## src/rtl/keypad_pkg.sv

```systemverilog
// rtl/keypad_pkg.sv - shared types, constants and decode helpers for the keypad scanner
// Purpose: FSM state encoding, idle/initial line patterns, key decode table and
//          the single-key validity test used by keypad_scan_ctrl.
// Ports:   none (package)
package keypad_pkg;

  typedef enum logic [1:0] {
    SCAN     = 2'd0,
    DEBOUNCE = 2'd1,
    PRESSED  = 2'd2,
    RELEASE  = 2'd3
  } kp_state_t;

  localparam logic [3:0] ROW_INIT = 4'b1110;
  localparam logic [3:0] COL_IDLE = 4'b1111;

  // True only when exactly one column line is pulled low.
  function automatic logic onehot_low(input logic [3:0] col);
    return (col == 4'b1110) || (col == 4'b1101) ||
           (col == 4'b1011) || (col == 4'b0111);
  endfunction

  // Each row packs its four codes as {col3, col2, col1, col0}.
  function automatic logic [3:0] key_decode(input logic [3:0] row_n,
                                            input logic [3:0] col_n);
    logic [1:0]  c;
    logic [15:0] tbl;
    case (col_n)
      4'b1110: c = 2'd0;
      4'b1101: c = 2'd1;
      4'b1011: c = 2'd2;
      default: c = 2'd3;
    endcase
    case (row_n)
      4'b1110: tbl = 16'hA321;
      4'b1101: tbl = 16'hB654;
      4'b1011: tbl = 16'hC987;
      default: tbl = 16'hDF0E;
    endcase
    return tbl[{c, 2'b00} +: 4];
  endfunction

endpackage

```

## src/rtl/keypad_col_sync.sv

```systemverilog
// rtl/keypad_col_sync.sv - two-flop synchronizer for the keypad column lines
// Purpose: bring the asynchronous col_n lines into the clk domain.
// Ports:   clk    in  system clock
//          rst    in  asynchronous active-high reset (outputs go idle, 1111)
//          d      in  raw column lines
//          q      out synchronized column lines (2 cycles latency)
module keypad_col_sync
  import keypad_pkg::*;
(
  input  logic       clk,
  input  logic       rst,
  input  logic [3:0] d,
  output logic [3:0] q
);

  logic [3:0] meta;

  always_ff @(posedge clk or posedge rst) begin
    if (rst) begin
      meta <= COL_IDLE;
      q    <= COL_IDLE;
    end else begin
      meta <= d;
      q    <= meta;
    end
  end

endmodule

```

## src/rtl/keypad_scan_ctrl.sv

```systemverilog
// rtl/keypad_scan_ctrl.sv - 4x4 active-low keypad scanner with press/release debounce
// Purpose: drives one row low at a time, samples the synchronized columns once
//          per dwell period, debounces press and release, and strobes the key code.
// Ports:   clk        in  system clock
//          rst        in  asynchronous active-high reset
//          col_n[3:0] in  keypad columns, active low, asynchronous
//          row_n[3:0] out row drive, one-hot low
//          key_code   out code of the last accepted key
//          key_valid  out one-cycle strobe on a newly accepted key
//          key_held   out high while the accepted key is still down
module keypad_scan_ctrl
  import keypad_pkg::*;
#(
  parameter int SCAN_DIV     = 1000,
  parameter int DEBOUNCE_CNT = 8
) (
  input  logic       clk,
  input  logic       rst,
  input  logic [3:0] col_n,
  output logic [3:0] row_n,
  output logic [3:0] key_code,
  output logic       key_valid,
  output logic       key_held
);

  localparam int             DW         = (SCAN_DIV > 2) ? $clog2(SCAN_DIV) : 1;
  localparam logic [DW-1:0]  DWELL_LAST = DW'(SCAN_DIV - 1);
  localparam int             CW         = $clog2(DEBOUNCE_CNT + 1);
  localparam logic [CW-1:0]  DEB_TARGET = CW'(DEBOUNCE_CNT);
  localparam logic [CW-1:0]  DEB_ONE    = CW'(1);
  // With a single-sample debounce the first valid sample is already accepted.
  localparam logic           SINGLE     = (DEBOUNCE_CNT == 1);

  kp_state_t     state, state_nxt;
  logic [3:0]    col_s;
  logic [3:0]    col_lat;
  logic [DW-1:0] dwell_cnt;
  logic [CW-1:0] deb_cnt;

  logic       tick, smp_valid, smp_idle, smp_match, deb_reach;
  logic       accept, row_adv, deb_load, deb_inc, latch;
  logic [3:0] accept_col;

  keypad_col_sync u_col_sync (
    .clk (clk),
    .rst (rst),
    .d   (col_n),
    .q   (col_s)
  );

  assign tick      = (dwell_cnt == DWELL_LAST);
  assign smp_valid = onehot_low(col_s);
  assign smp_idle  = (col_s == COL_IDLE);
  assign smp_match = (col_s == col_lat);
  // The sample being processed now is the one that brings the count to target.
  assign deb_reach = (deb_cnt >= (DEB_TARGET - DEB_ONE));

  always_ff @(posedge clk or posedge rst) begin
    if (rst) state <= SCAN;
    else     state <= state_nxt;
  end

  always_comb begin
    state_nxt = state;
    if (tick) begin
      case (state)
        SCAN:     if (smp_valid) state_nxt = SINGLE ? PRESSED : DEBOUNCE;
        DEBOUNCE: state_nxt = smp_match ? (deb_reach ? PRESSED : DEBOUNCE) : SCAN;
        PRESSED:  if (smp_idle) state_nxt = SINGLE ? SCAN : RELEASE;
        RELEASE:  state_nxt = smp_idle ? (deb_reach ? SCAN : RELEASE) : PRESSED;
        default:  state_nxt = SCAN;
      endcase
    end
  end

  always_comb begin
    key_held   = (state == PRESSED) || (state == RELEASE);
    accept     = 1'b0;
    row_adv    = 1'b0;
    deb_load   = 1'b0;
    deb_inc    = 1'b0;
    latch      = 1'b0;
    accept_col = col_lat;
    if (tick) begin
      case (state)
        SCAN: begin
          if (smp_valid) begin
            latch      = 1'b1;
            deb_load   = 1'b1;
            accept     = SINGLE;
            accept_col = col_s;
          end else begin
            row_adv = 1'b1;
          end
        end
        DEBOUNCE: begin
          if (smp_match) begin
            deb_inc = 1'b1;
            accept  = deb_reach;
          end else begin
            row_adv = 1'b1;
          end
        end
        PRESSED: begin
          if (smp_idle) begin
            deb_load = 1'b1;
            row_adv  = SINGLE;
          end
        end
        RELEASE: begin
          if (smp_idle) begin
            deb_inc = 1'b1;
            row_adv = deb_reach;
          end
        end
        default: ;
      endcase
    end
  end

  always_ff @(posedge clk or posedge rst) begin
    if (rst) begin
      dwell_cnt <= '0;
      deb_cnt   <= '0;
      row_n     <= ROW_INIT;
      col_lat   <= COL_IDLE;
      key_code  <= 4'd0;
      key_valid <= 1'b0;
    end else begin
      dwell_cnt <= tick ? '0 : dwell_cnt + 1'b1;
      key_valid <= accept;
      if (accept)  key_code <= key_decode(row_n, accept_col);
      if (row_adv) row_n    <= {row_n[2:0], row_n[3]};
      if (latch)   col_lat  <= col_s;
      if (deb_load)
        deb_cnt <= DEB_ONE;
      else if (deb_inc && (deb_cnt < DEB_TARGET))
        deb_cnt <= deb_cnt + 1'b1;
    end
  end

endmodule

```

## config.mk

```make
export PLATFORM = sky130hd
export DESIGN_NAME = keypad_scan_ctrl
export DESIGN_NICKNAME = d
export VERILOG_FILES = /design/src/rtl/keypad_pkg.sv /design/src/rtl/keypad_col_sync.sv /design/src/rtl/keypad_scan_ctrl.sv
export SDC_FILE = /design/constraint.sdc
export NUM_CORES = 1
export LEC_CHECK = 0
export CAP_MARGIN = 20
export CORE_ASPECT_RATIO = 0.5
export CORE_MARGIN = 4
export CORE_UTILIZATION = 58
export DETAILED_ROUTE_END_ITERATION = 6
export MAX_ROUTING_LAYER = met4
export PLACE_DENSITY = 0.79
export REMOVE_ABC_BUFFERS = 1
export SYNTH_ARGS = -nofsm -noshare
export SYNTH_HDL_FRONTEND = slang
export SYNTH_SLANG_ARGS = --single-unit
```

## constraint.sdc

```tcl
create_clock -name clk -period 2.4 [get_ports clk]
set_clock_uncertainty 0.1 [all_clocks]
set_input_delay 0.36 -clock clk [delete_from_list [all_inputs] [get_ports clk]]
set_output_delay 0.36 -clock clk [all_outputs]
set_load 0.01 [all_outputs]
```

==> flow_summary_export.csv <==
group,metric,value,unit
synthesis,syn_inst,226,
finish,fillers,284,
finish,multi_input_area,0.001059,mm2
cts,clk_pin_slew,70,ps
synthesis,synth_ff_type,"dfrtp_1",
route,routed.top_layer,"met4",
setup_path,slowest_delay,590,ps
route,wl_per_cell,15.62,um
setup_path,cp-end-kind,"flop",
timing,finalSetupViolCount,0,
synthesis,synth_enable_flop_cells,0,
die,die_h,50.66,um
cts,cts_buffers,5,
global_routing,grt_pass1_vias,1622,
power,p_per_area,502.0,mW/mm2
global_routing,grt_start_max_net_pins,38,
cts,cts_root_buf,"clkbuf_8",
finish,final_net_count,249,
route,vias,1761,
route,postRouteAntennaNets,0,
die,rows,15,
setup_path,path_class,"reg -> reg",
synthesis,synth_area_leaders,"dfrtp_1 26%, dfstp_2 19%, nand2_1 3.9%",
finish,postLayoutCoreUtil,0.7016,
synthesis,ys_seq_area_frac,0.4475,
synthesis,netlist_area,0.002111,mm2
global_routing,grt_pass1_wl,7.686,mm
route,drc,0,
setup_path,cp_data_arrival_time,2440,ps
route,drtPass1Iterations,5,
timing,hold_violations,0,
synthesis,yosysTopAreaCellShare,0.2608,
timing,fin_crit,2323,ps
finish,regArea,944.7,um2
synthesis,ys_warn_count,0,
synthesis,synth_cell_types,49,
timing,slew_violations,0,
finish,num_antenna_cells,0,
timing,rsz0062_at_grt,"false",
cts,hold_buffers,0,
synthesis,syn_avg_cell_area,9.340,um2
setup_path,crit_family,"compound AO/OA/AOI/OAI gates",
die,die_w,93.32,um
cts,htree_levels,2,
die,coreArea,0.003472,mm2
setup_path,worstPathRequired,2520,ps
power,leakage,1.038,nW
route,met3WireLength,299,um
route,dr_wl_met2,2.157,mm
hold_path,hold_path_class,"reg -> reg",
setup_path,start_kind,"flop",
placed_design,portBuffers,15,
setup_path,crit_path_top_delay_cell,"dfstp_2",
run_status,status,"finished clean",
placed_design,place.gp.congestion,0.9475,
die,dieArea,0.004727,mm2
timing,worst_pin_slew,495.8,ps
timing,min_period_over_period,0.9681,
finish,drive_gt1_frac,0.1860,
global_routing,overflow,0,
die,start_util,0.6079,
cts,cts_tree,"yes",
route,routed_wl,4.578,mm
timing,relSlewSlack,0.6669,
timing,fmax,430.4,MHz
job,cap_violations,0,
timing,setup_tns,0,ps
finish,area_delta_synth_final,15.41,%
cts,clock_latency,290,ps
setup_path,cp_cell_sequence,"inv_1 > a222oi_1 > nand4b_1 > a211o_1 > or3_1 > a21oi_1",
cts,clock-sinks,37,
route,viasPerCell,6.010,
power,ir_worst_vdd,0.4563,mV
die,io_pins,16,
finish,fin_area,0.002436,mm2
global_routing,track_usage,0.2162,
global_routing,antenna_found_initial,0,
placed_design,postPlaceCellArea,0.002297,mm2
route,wl_met1,2.071,mm
synthesis,yosysTopAreaCell,"dfrtp_1",
route,drt_iter0_drc,146,
synthesis,synth_top_cells_by_count,"22 x dfrtp_1, 22 x nand2_1, 17 x nor2_1",
synthesis,synth-seq-cells,37,
setup_path,critPathBufInv,1,
placed_design,place_hpwl,3.127,mm
setup_path,cp_max_fo,6,
synthesis,synthArstFlopShare,1.000,
cts,clk_path_buf_depth,2,
worst register-to-register path, cell delays in order, from the launching register on:
cell	delay [ps]
dfstp_2	590
inv_1	100
a222oi_1	330
nand4b_1	280
a211o_1	380
or3_1	320
a21oi_1	160
repair_timing:
action,4_1_cts,5_1_grt
gates resized for setup,0,3
hold endpoints to repair,0,0
setup buffers,0,1
setup endpoints to repair,0,5
layout make-up:
cell class	count	share of cell area
Inverter	9	0.01489
Clock buffer	7	0.04417
Multi-Input combinational cell	164	0.4345
Clock inverter	1	0.003082
Timing Repair Buffer	24	0.08937
Sequential cell	37	0.3878
Tap cell	51	0.02619
layout by cell type (no fill, tap or decap), types with 7 or more instances in the layout:
master / n
dfrtp_1: 22
clkdlybuf4s50_1: 15
nand2_1: 22
buf_4: 9
nand3_1: 9
nor3_1: 7
a21oi_1: 8
o21ai_0: 13
xnor2_1: 7
dfstp_2: 15
nor2_1: 17
xor2_1: 8
inv_1: 7
state kept, by name, indices dropped and copies added, names as in the netlist:
register and flops:
deb_cnt 4, dwell_cnt 10, u_col_sync.q 4, key_code 4
col_lat 4, u_col_sync.meta 4, key_valid 1, row_n 4
state 2
where the power goes:
part / total (W) / switching (W) / internal (W) / leakage [nW]
Combinational: 0.0000528 / 0.0000297 / 0.0000232 / 0.533
Sequential: 0.000645 / 0.00000876 / 0.000636 / 0.449
Clock: 0.000525 / 0.000229 / 0.000296 / 0.0556
Total: 0.00122 / 0.000267 / 0.000955 / 1.04
routing by layer:
metal  GRT usage  up-vias
li1            -      826
met1      0.2886      857
met2      0.3361       69
met3     0.05090        9
met4     0.05353        0
met5           -        -
stage by stage:
stage | setup slack (ps) | hold WS (ps) | power, W | std cells
finish | 76.54 | 256.5 | 0.001223 | 293
global route | 4.694 | 261.4 | 0.001274 | 293
CTS | 47.90 | 257.7 | 0.001233 | 292
detailed placement | 125.8 | 247.2 | 0.0007081 | 284
global placement | 184.5 | 245.4 | 0.0007059 | 284
floorplan | -55.66 | 245.2 | 0.0006851 | 210
path summary, 6_finish.rpt:
check	startpoint	end	slack, ps	cells after the start
max	col_lat[2]	deb_cnt[2]	80	6
min	u_col_sync.meta[1]	u_col_sync.q[1]	260	0
max reg2reg	col_lat[2]	deb_cnt[2]	80	6
min reg2reg	u_col_sync.meta[1]	u_col_sync.q[1]	260	0
max in group asynchronous	rst	col_lat[1]	1410	3
min in group asynchronous	rst	dwell_cnt[2]	440	3
kinds of logic (layout without fill, tap and decap cells):
group,after synthesis,after routing,synth area share
AOI/OAI and AO/OA,43,43,0.1352
xor gates and xnor gates,15,15,0.06224
adders and majority gates,2,2,0.01185
buffers and inverters,25,41,0.05868
DFF,37,37,0.4475
muxes,10,10,0.04979
and+or+nand+nor,94,94,0.2347
Note: power is estimated with default switching activity, not from simulation.
